===== src/rtl/nibble_serial_add_ctrl.sv =====
// ---------------------------------------------------------------------------
// nibble_serial_add_ctrl
//
// Performs a W = 4*NIBBLES bit addition by reusing one external combinational
// 4-bit adder. Each clock processes one nibble, starting with the least
// significant one. The ripple carry is held in a register between nibbles,
// and the wide result is built up one nibble at a time.
//
// Optional feature macro: NIBBLE_SERIAL_SUB_EN
//   When defined, the module gains a `sub` input that is sampled with `start`.
//   With sub=1 the block computes A - B mod 2^W as A + ~B + 1.
//   In that mode cout=1 means no borrow occurred.
//
// Handshake:
//   `start` is sampled only in IDLE or DONE. The edge that samples it is the
//   accepting edge; op_a, op_b, cin (and sub) are latched on that edge.
//   `start` is ignored during RUN. `done` is a one-cycle pulse.
//   `result` and `cout` are valid while done=1 and stay held until the next
//   accept. A start presented in the DONE cycle is accepted back-to-back.
//
// Ports:
//   clk, rst_n        clock, asynchronous active-low reset
//   start             operation request
//   op_a, op_b, cin   operands and carry-in (W, W, 1 bits)
//   sub               subtract select (only with NIBBLE_SERIAL_SUB_EN)
//   busy              high while in RUN
//   done              one-cycle result-valid pulse
//   result, cout      assembled sum and final carry
//   add_a, add_b      to shared adder inputs (4 bits each)
//   add_cin           to shared adder carry-in
//   add_sum           from shared adder sum (4 bits)
//   add_carry         from shared adder carry-out
//   state_dbg         current FSM state encoding (IDLE=0, RUN=1, DONE=2)
// ---------------------------------------------------------------------------
module nibble_serial_add_ctrl #(
  parameter int NIBBLES = 4
) (
  input  logic                 clk,
  input  logic                 rst_n,
  input  logic                 start,
  input  logic [4*NIBBLES-1:0] op_a,
  input  logic [4*NIBBLES-1:0] op_b,
  input  logic                 cin,
`ifdef NIBBLE_SERIAL_SUB_EN
  input  logic                 sub,
`endif
  output logic                 busy,
  output logic                 done,
  output logic [4*NIBBLES-1:0] result,
  output logic                 cout,
  output logic [3:0]           add_a,
  output logic [3:0]           add_b,
  output logic                 add_cin,
  input  logic [3:0]           add_sum,
  input  logic                 add_carry,
  output logic [1:0]           state_dbg
);

  localparam int W    = 4 * NIBBLES;
  localparam int IDXW = (NIBBLES > 1) ? $clog2(NIBBLES) : 1;
  localparam logic [IDXW-1:0] LAST_IDX = IDXW'(NIBBLES - 1);

  typedef enum logic [1:0] {
    IDLE = 2'd0,
    RUN  = 2'd1,
    DONE = 2'd2
  } state_t;

  state_t          state, state_nxt;
  logic [IDXW-1:0] idx;
  logic [W-1:0]    a_reg, b_reg;
  logic            carry_reg;
  logic            accept;
  logic            last_nibble;
  logic [IDXW+1:0] bit_base;
  logic [W-1:0]    b_in;
  logic            c_in;

  // Low bit index of the nibble currently being processed.
  assign bit_base    = {idx, 2'b00};
  assign last_nibble = (idx == LAST_IDX);
  assign accept      = start && ((state == IDLE) || (state == DONE));

`ifdef NIBBLE_SERIAL_SUB_EN
  // Subtraction is A + ~B + 1. The cin input is ignored when sub=1.
  assign b_in = sub ? ~op_b : op_b;
  assign c_in = sub ? 1'b1  : cin;
`else
  assign b_in = op_b;
  assign c_in = cin;
`endif

  // Next-state logic and combinational outputs.
  always_comb begin
    state_nxt = state;
    busy      = 1'b0;
    done      = 1'b0;
    add_a     = 4'h0;
    add_b     = 4'h0;
    add_cin   = 1'b0;
    case (state)
      IDLE: begin
        if (accept) state_nxt = RUN;
      end
      RUN: begin
        busy    = 1'b1;
        add_a   = a_reg[bit_base +: 4];
        add_b   = b_reg[bit_base +: 4];
        add_cin = carry_reg;
        if (last_nibble) state_nxt = DONE;
      end
      DONE: begin
        done      = 1'b1;
        state_nxt = accept ? RUN : IDLE;
      end
      default: state_nxt = IDLE;
    endcase
  end

  assign state_dbg = state;

  always_ff @(posedge clk or negedge rst_n) begin
    if (!rst_n) begin
      state <= IDLE;
    end else begin
      state <= state_nxt;
    end
  end

  // Datapath registers. The adder is combinational, so its sum for the
  // current nibble is captured on the same edge that advances idx.
  always_ff @(posedge clk or negedge rst_n) begin
    if (!rst_n) begin
      idx       <= '0;
      a_reg     <= '0;
      b_reg     <= '0;
      carry_reg <= 1'b0;
      result    <= '0;
      cout      <= 1'b0;
    end else if (accept) begin
      idx       <= '0;
      a_reg     <= op_a;
      b_reg     <= b_in;
      carry_reg <= c_in;
    end else if (state == RUN) begin
      result[bit_base +: 4] <= add_sum;
      carry_reg             <= add_carry;
      if (last_nibble) begin
        cout <= add_carry;
      end else begin
        idx <= idx + 1'b1;
      end
    end
  end

endmodule

===== config.mk =====
export PLATFORM = sky130hd
export DESIGN_NAME = nibble_serial_add_ctrl
export DESIGN_NICKNAME = d
export VERILOG_FILES = /design/src/rtl/nibble_serial_add_ctrl.sv
export SDC_FILE = /design/constraint.sdc
export NUM_CORES = 1
export LEC_CHECK = 0
export CAP_MARGIN = 0
export CORE_ASPECT_RATIO = 0.9
export CORE_MARGIN = 3
export CORE_UTILIZATION = 40
export DETAILED_ROUTE_END_ITERATION = 10
export PLACE_DENSITY = 0.76
export SYNTH_ARGS = -nofsm -noshare
export SYNTH_HDL_FRONTEND = slang
export SYNTH_SLANG_ARGS = --single-unit

===== constraint.sdc =====
create_clock -name clk -period 5.3 [get_ports clk]
set_input_delay 0.795 -clock clk [delete_from_list [all_inputs] [get_ports clk]]
set_output_delay 0.795 -clock clk [all_outputs]
set_load 0.01 [all_outputs]

==> summary.txt, run 1 <==
clock slew seen by the registers of the worst setup and hold paths - 0.09 ns
min Tclk post-route - 3.30 ns
Residual DRC - 0
H-tree depth - 2
category of the worst setup path capture point - output pin
antenna fix cells - 0
number of buffers added on ports - 70
PostCTS Resize Cnt - 0
Vert. Die Dim - 80.8 µm
total standard cell area after synthesis - 0.00249 mm²
flip-flop and latch count after synthesis - 54
effective utilization at floorplan - 42.5%
path type of the worst setup path - flip-flop to output pin
status - completed
portion of the clock cycle consumed by the worst path in the final layout - 62.2%
crit path max fanout - 14
Syn-to-layout area delta - 33.8%
cells taking the most area after synthesis - dfrtp_1 (54%), mux2_2 (15%), a22o_1 (5.6%), mux4_2 (5.4%), ha_1 (2.5%)
power density over the cells - 584 mW/mm²
Tot GR Track Use - 14.4%
final wirelength - 4.82 mm
Warnings, synthesis - 0
GPL Wtd Cong - 0.727
number of global-route vias before repair - 1,644
Critical Path RT - 4.51 ns
final number of setup-violating endpoints - 0
Rows - 26
final-layout setup total negative slack - 0 ns
worst-case setup slack after placement - 2.31 ns
min-delay worst type - flip-flop to flip-flop
Critical Path Source Type - flip-flop
layout cells sized above 1 - 25.5%
CTS Root Buffer Type - clkbuf_8
pin count of the biggest net entering global routing - 55
vias per std cell - 5.02
wire length per cell - 16.0 µm
library cell occupying the most area in the post-synthesis netlist - dfrtp_1
vias after detailed routing - 1,510
max-slew violation total from the final report - 0
first-pass GRT wire length - 7.89 mm
violation count after the first detailed-route iteration - 42
DR pass1 iterations - 4
area enclosed by the die boundary - 0.00720 mm²
most numerous cell types in the synthesized netlist - dfrtp_1 (54), mux2_2 (33), a22o_1 (16)
net count after synthesis - 206
Post CTS Setup Buffer Count - 0
total of hold buffers inserted after clock tree synthesis - 0
largest buffer count on any clock path - 2
initial antenna violation count - 0
clock buffers created by TritonCTS - 5
worst-skew pair later-pin latency - 0.30 ns
horizontal die dimension - 89.1 µm
minimum setup slack in the final design - 2.00 ns
static leakage - 1.40 nW
hold violation total from the final report - 0
headroom to the max-slew limit - 34.9%
setup skew after layout - 0.00768 ns
number of nets at the end of the flow - 276
fillers - 490
Avg Cell Area, Syn - 15.5 µm²
TritonCTS clock tree - yes
ports placed on the boundary - 71
Max Fclk - 303 MHz
register area share after synthesis - 54.4%
TritonCTS sink count - 54
Detail Route Antenna Nets - 0
estimated wirelength of the detail-placed design - 3.49 mm
setup repair after global routing missed its margin - no
asr flop ratio synth - 100%
number of enable-type register cells in the synthesized netlist - 0
Core Area - 0.00586 mm²
slew of the pin with the lowest slew margin - 0.974 ns
area share of the leading cell type in the synthesized netlist - 54.4%
Max VDD drop - 0.000245 V
most used flip-flop cell after synthesis - dfrtp_1
post-synth cell types - 25
max-capacitance violation count - 0
most numerous cell in the Yosys netlist - dfrtp_1
total gr overflow - 0
CP arrival - 2.50 ns
instance count of the mapped netlist - 160
-- where the power goes --
part	switching [mW]	internal, mW	total, mW	leakage [nW]
registers	0.154	0.608	0.761	0.670
logic	0.345	0.572	0.917	0.669
clock network	0.126	0.139	0.265	0.0579
total	0.625	1.32	1.94	1.40
-- area by class of cell --
class / count / area (µm²) / area share [%]
clock buffer: 5 / 68.8 / 2.07
timing repair buffer: 71 / 703 / 21.1
clock inverter: 3 / 40.0 / 1.20
inverter: 4 / 17.5 / 0.527
tap: 70 / 87.6 / 2.63
multi-input combinational: 94 / 1060 / 31.8
sequential: 54 / 1350 / 40.6
-- kinds of logic (layout without fill, tap and decap cells) --
family	after synthesis	in the layout	synth area share, %
XOR/XNOR	1	1	0.352
flip-flops	54	54	54.4
buffers and inverters	12	83	3.42
adder cells (fa/ha/maj)	5	5	2.52
multiplexers	43	43	23.3
AO/OA/AOI/OAI	17	17	5.84
AND/OR/NAND/NOR	28	28	10.2
-- layer usage --
layer | vias to the layer above | global-route usage [%] | part of all wire, %
met5 | - | 0 | 0
met4 | 0 | 4.02 | 1.1
met1 | 747 | 19.1 | 45
met2 | 33 | 23.9 | 50
li1 | 725 | - | -
met3 | 5 | 3.25 | 3.9
-- stage by stage --
step	cell area, µm²	instances	util (%)	hold slack [ns]	total power, mW
floorplan	2490	160	-	0.472	1.33
global placement	3220	293	54.9	0.482	1.68
global route	3330	301	56.8	0.528	2.09
detailed placement	3220	293	54.9	0.487	1.70
CTS	3330	301	56.8	0.508	1.97
finish	3330	301	56.8	0.506	1.94
-- cells in the final DEF, fill, tap and decap left out --
master	count
inv_2	1
nor4_4	2
o21ai_0	1
clkdlybuf4s50_1	69
mux4_1	2
mux2_2	33
nand3b_4	1
or2_2	1
and2_1	9
ha_1	5
nand3b_1	3
nor2b_1	4
nor2_1	3
buf_2	1
nand2_1	1
clkinv_2	2
clkbuf_8	5
xnor2_1	1
mux4_2	6
buf_4	1
a22o_1	16
dfrtp_1	54
bufinv_16	1
nor2b_4	1
nor4b_4	2
nor3b_2	1
mux2i_1	2
inv_4	1
inv_1	2
-- final timing paths --
kind                            cells after the start  slack (ns)                endpoint                 start
worst max-delay path                                3        2.00                add_b[3]    idx[0]$_DFFE_PN0P_
worst min-delay path                                1        0.51    a_reg[7]$_DFFE_PN0P_  a_reg[7]$_DFFE_PN0P_
worst max register to register                      5        3.03  result[11]$_DFFE_PN0P_    idx[0]$_DFFE_PN0P_
worst min register to register                      1        0.51    a_reg[7]$_DFFE_PN0P_  a_reg[7]$_DFFE_PN0P_
max in group asynchronous                           2        4.26   b_reg[10]$_DFFE_PN0P_                 rst_n
min in group asynchronous                           2        0.59    b_reg[1]$_DFFE_PN0P_                 rst_n
-- critical path: stages (launching register included) --
cell and delay (ns):
dfrtp_1 0.92, mux4_1 0.63, and2_1 0.18, clkdlybuf4s50_1 0.47
No activity file was read; power rests on OpenSTA's default activity.
==> run 2: changes to the inputs <==
--- a/config.mk
+++ b/config.mk
@@ -10,7 +10,7 @@
 export CORE_MARGIN = 3
 export CORE_UTILIZATION = 40
 export DETAILED_ROUTE_END_ITERATION = 10
-export PLACE_DENSITY = 0.76
+export PLACE_DENSITY = 0.79
 export SYNTH_ARGS = -nofsm -noshare
 export SYNTH_HDL_FRONTEND = slang
 export SYNTH_SLANG_ARGS = --single-unit
==> constraint.sdc (replaced) <==
create_clock -name clk -period 2.8 [get_ports clk]
set_input_delay 0.42 -clock clk [delete_from_list [all_inputs] [get_ports clk]]
set_output_delay 0.42 -clock clk [all_outputs]
set_load 0.01 [all_outputs]
==> run 2 against run 1 <==
Compared with the run above:
- critical path depth unchanged
- clock skew decreased by 0.0043 ns
- largest power group unchanged
- hold slack got worse by 0.015 ns
- sequential power increased by 88%
- die area unchanged
- register-to-register slack got worse by 2.3 ns
- clock-buffer cell count increased by 1
==> summary.txt, run 2 (synthesis gave the netlist of run 1 again) <==
vias after detailed routing - 1,561 (+3.4%)
switch share - 31.4% (-0.77 points)
Detail Route Antenna Nets - 0 (unchanged)
violation count after the first detailed-route iteration - 70 (+67%)
number of buffers added on ports - 70 (unchanged)
path type of the worst setup path - flip-flop to output pin
sequential group share of total power - 37.2% (-2.0 points)
max-slew violation total from the final report - 0 (unchanged)
hold violation total from the final report - 0 (unchanged)
GPL Wtd Cong - 0.725 (-0.32%)
effective utilization at floorplan - 42.5% (unchanged)
area enclosed by the die boundary - 0.00720 mm² (unchanged)
category of the worst setup path capture point - output pin
antenna fix cells - 0 (unchanged)
Max VDD drop - 0.000440 V (+79%)
post-layout power - 3.85 mW (+98%)
wire length per cell - 16.6 µm (+3.6%)
total gr overflow - 0 (unchanged)
min Tclk post-route - 2.51 ns
TritonCTS clock tree - yes
Rows - 26 (unchanged)
ports placed on the boundary - 71 (unchanged)
first-pass GRT wire length - 8.58 mm (+8.8%)
Residual DRC - 0 (unchanged)
clock buffers created by TritonCTS - 5 (unchanged)
TritonCTS sink count - 54 (unchanged)
horizontal die dimension - 89.1 µm (unchanged)
CTS Root Buffer Type - clkbuf_8
crit path max fanout - 9 (-5)
worst-skew pair later-pin latency - 0.30 ns (about the same)
static leakage - 1.43 nW (+2.6%)
setup repair after global routing missed its margin - no
Core Area - 0.00586 mm² (unchanged)
headroom to the max-slew limit - 64.8% (+30 points)
CP arrival - 2.09 ns (-0.41 ns)
number of nets at the end of the flow - 281 (+1.8%)
pin count of the biggest net entering global routing - 38 (-31%)
vias per std cell - 5.10 (+1.7%)
slew of the pin with the lowest slew margin - 0.528 ns (-0.445 ns)
Vert. Die Dim - 80.8 µm (unchanged)
H-tree depth - 2 (unchanged)
Critical Path RT - 2.38 ns (-2.13 ns)
Max Fclk - 398 MHz
final number of setup-violating endpoints - 0 (unchanged)
max-capacitance violation count - 0 (unchanged)
top library cells by usage in the layout, fill and taps aside - clkdlybuf4s50_1 (69), dfrtp_1 (53), mux2_2 (33), a22o_1 (16), and2_1 (9)
clock slew seen by the registers of the worst setup and hold paths - 0.09 ns (about the same)
largest buffer count on any clock path - 2 (unchanged)
status - completed
Tot GR Track Use - 15.5% (+1.1 points)
clock group share of total power - 16.1% (+2.5 points)
buffering stage count on the worst path with inverters included - 1 (unchanged)
min-delay worst type - input port to async pin
final-layout setup total negative slack - 0 ns (unchanged)
most common library cell in the layout ignoring fill and taps - clkdlybuf4s50_1
setup skew after layout - 0.00339 ns (-0.00429 ns)
Critical Path Source Type - flip-flop
estimated wirelength of the detail-placed design - 3.83 mm (+9.7%)
portion of the clock cycle consumed by the worst path in the final layout - 89.7%
DR pass1 iterations - 4 (unchanged)
Worst path top cell family by delay - multiplexers
layout cells sized above 1 - 27.1% (+1.6 points)
critical path's largest stage delay - 0.57 ns (-0.35 ns)
standard cell with the maximum stage delay on the critical path - mux4_1
switching power of the nets - 1.21 mW (+93%)
Syn-to-layout area delta - 36.8%
final wirelength - 5.07 mm (+5.3%)
logic gate share of total power - 46.6% (-0.6 points)
power density over the cells - 1130 mW/mm² (+94%)
number of global-route vias before repair - 1,692 (+2.9%)
worst-path cell chain - mux4_1 -> and2_1 -> clkdlybuf4s50_1
Internal Power - 2.64 mW (+100%)
initial antenna violation count - 0 (unchanged)
## run 2: worst paths after layout
check | cells after the start | start | slack [ns] | to
setup / recovery | 3 | idx[0]$_DFFE_PN0P_ | 0.29 | add_b[3]
hold / removal | 2 | rst_n | 0.49 | b_reg[9]$_DFFE_PN0P_
setup reg to reg | 5 | idx[1]$_DFFE_PN0P_ | 0.74 | result[11]$_DFFE_PN0P_
hold reg to reg | 1 | b_reg[11]$_DFFE_PN0P_ | 0.51 | b_reg[11]$_DFFE_PN0P_
max in group asynchronous | 3 | rst_n | 1.71 | idx[0]$_DFFE_PN0P_
min in group clk | 1 | b_reg[11]$_DFFE_PN0P_ | 0.51 | b_reg[11]$_DFFE_PN0P_
## run 2: repair_timing
item | in CTS | in global routing
gates resized for setup | 0 | 1
endpoints found under the hold margin | 7 | 0
setup buffers | 0 | 0
hold buffers | 1 | 0
setup endpoints to repair | 0 | 2
## run 2: metrics by stage
stage	cells	utilization [%]	area [µm²]	setup WS, ns	hold WS (ns)
final	306	58.1	3400	0.288	0.492
after global routing	306	58.1	3400	0.148	0.512
after CTS	306	58.1	3400	0.0783	0.483
after detailed placement	297	55.4	3250	0.423	0.271
after global placement	297	55.4	3250	0.435	0.268
after floorplan	160	-	2490	0.956	0.124
## run 2: worst reg2reg max path, cell delays in order (launching register included)
cell,delay (ns)
dfrtp_1,0.68
inv_1,0.18
ha_1,0.49
inv_2,0.11
nor4b_4,0.36
a22o_1,0.19
## run 2: metal layers
layer | part of all wire (%) | wire length, µm | global-route usage, % | up-vias
met2 | 51 | 2590 | 25.1 | 29
met4 | 0.89 | 45 | 4.02 | 0
li1 | - | - | - | 739
met5 | 0 | 0 | 0 | -
met3 | 2.8 | 143 | 2.13 | 4
met1 | 45 | 2290 | 22.1 | 789
## run 2: area by class of cell
cell class	count	area [µm²]
sequential	54	1350
clock buffer	6	82.6
timing repair buffer	76	743
fill	492	2450
inverter	4	17.5
clock inverter	2	60.1
multi-input combinational	94	1060
tap	70	87.6
## run 2: power by group through the flow
stage	registers [mW]	clock network (mW)	logic (mW)
2_1_floorplan	1.37	0	1.15
3_3_place_gp	1.43	0	1.78
3_5_place_dp	1.45	0	1.82
4_1_cts	1.44	0.635	1.83
5_1_grt	1.50	0.672	1.95
6_report	1.43	0.620	1.80
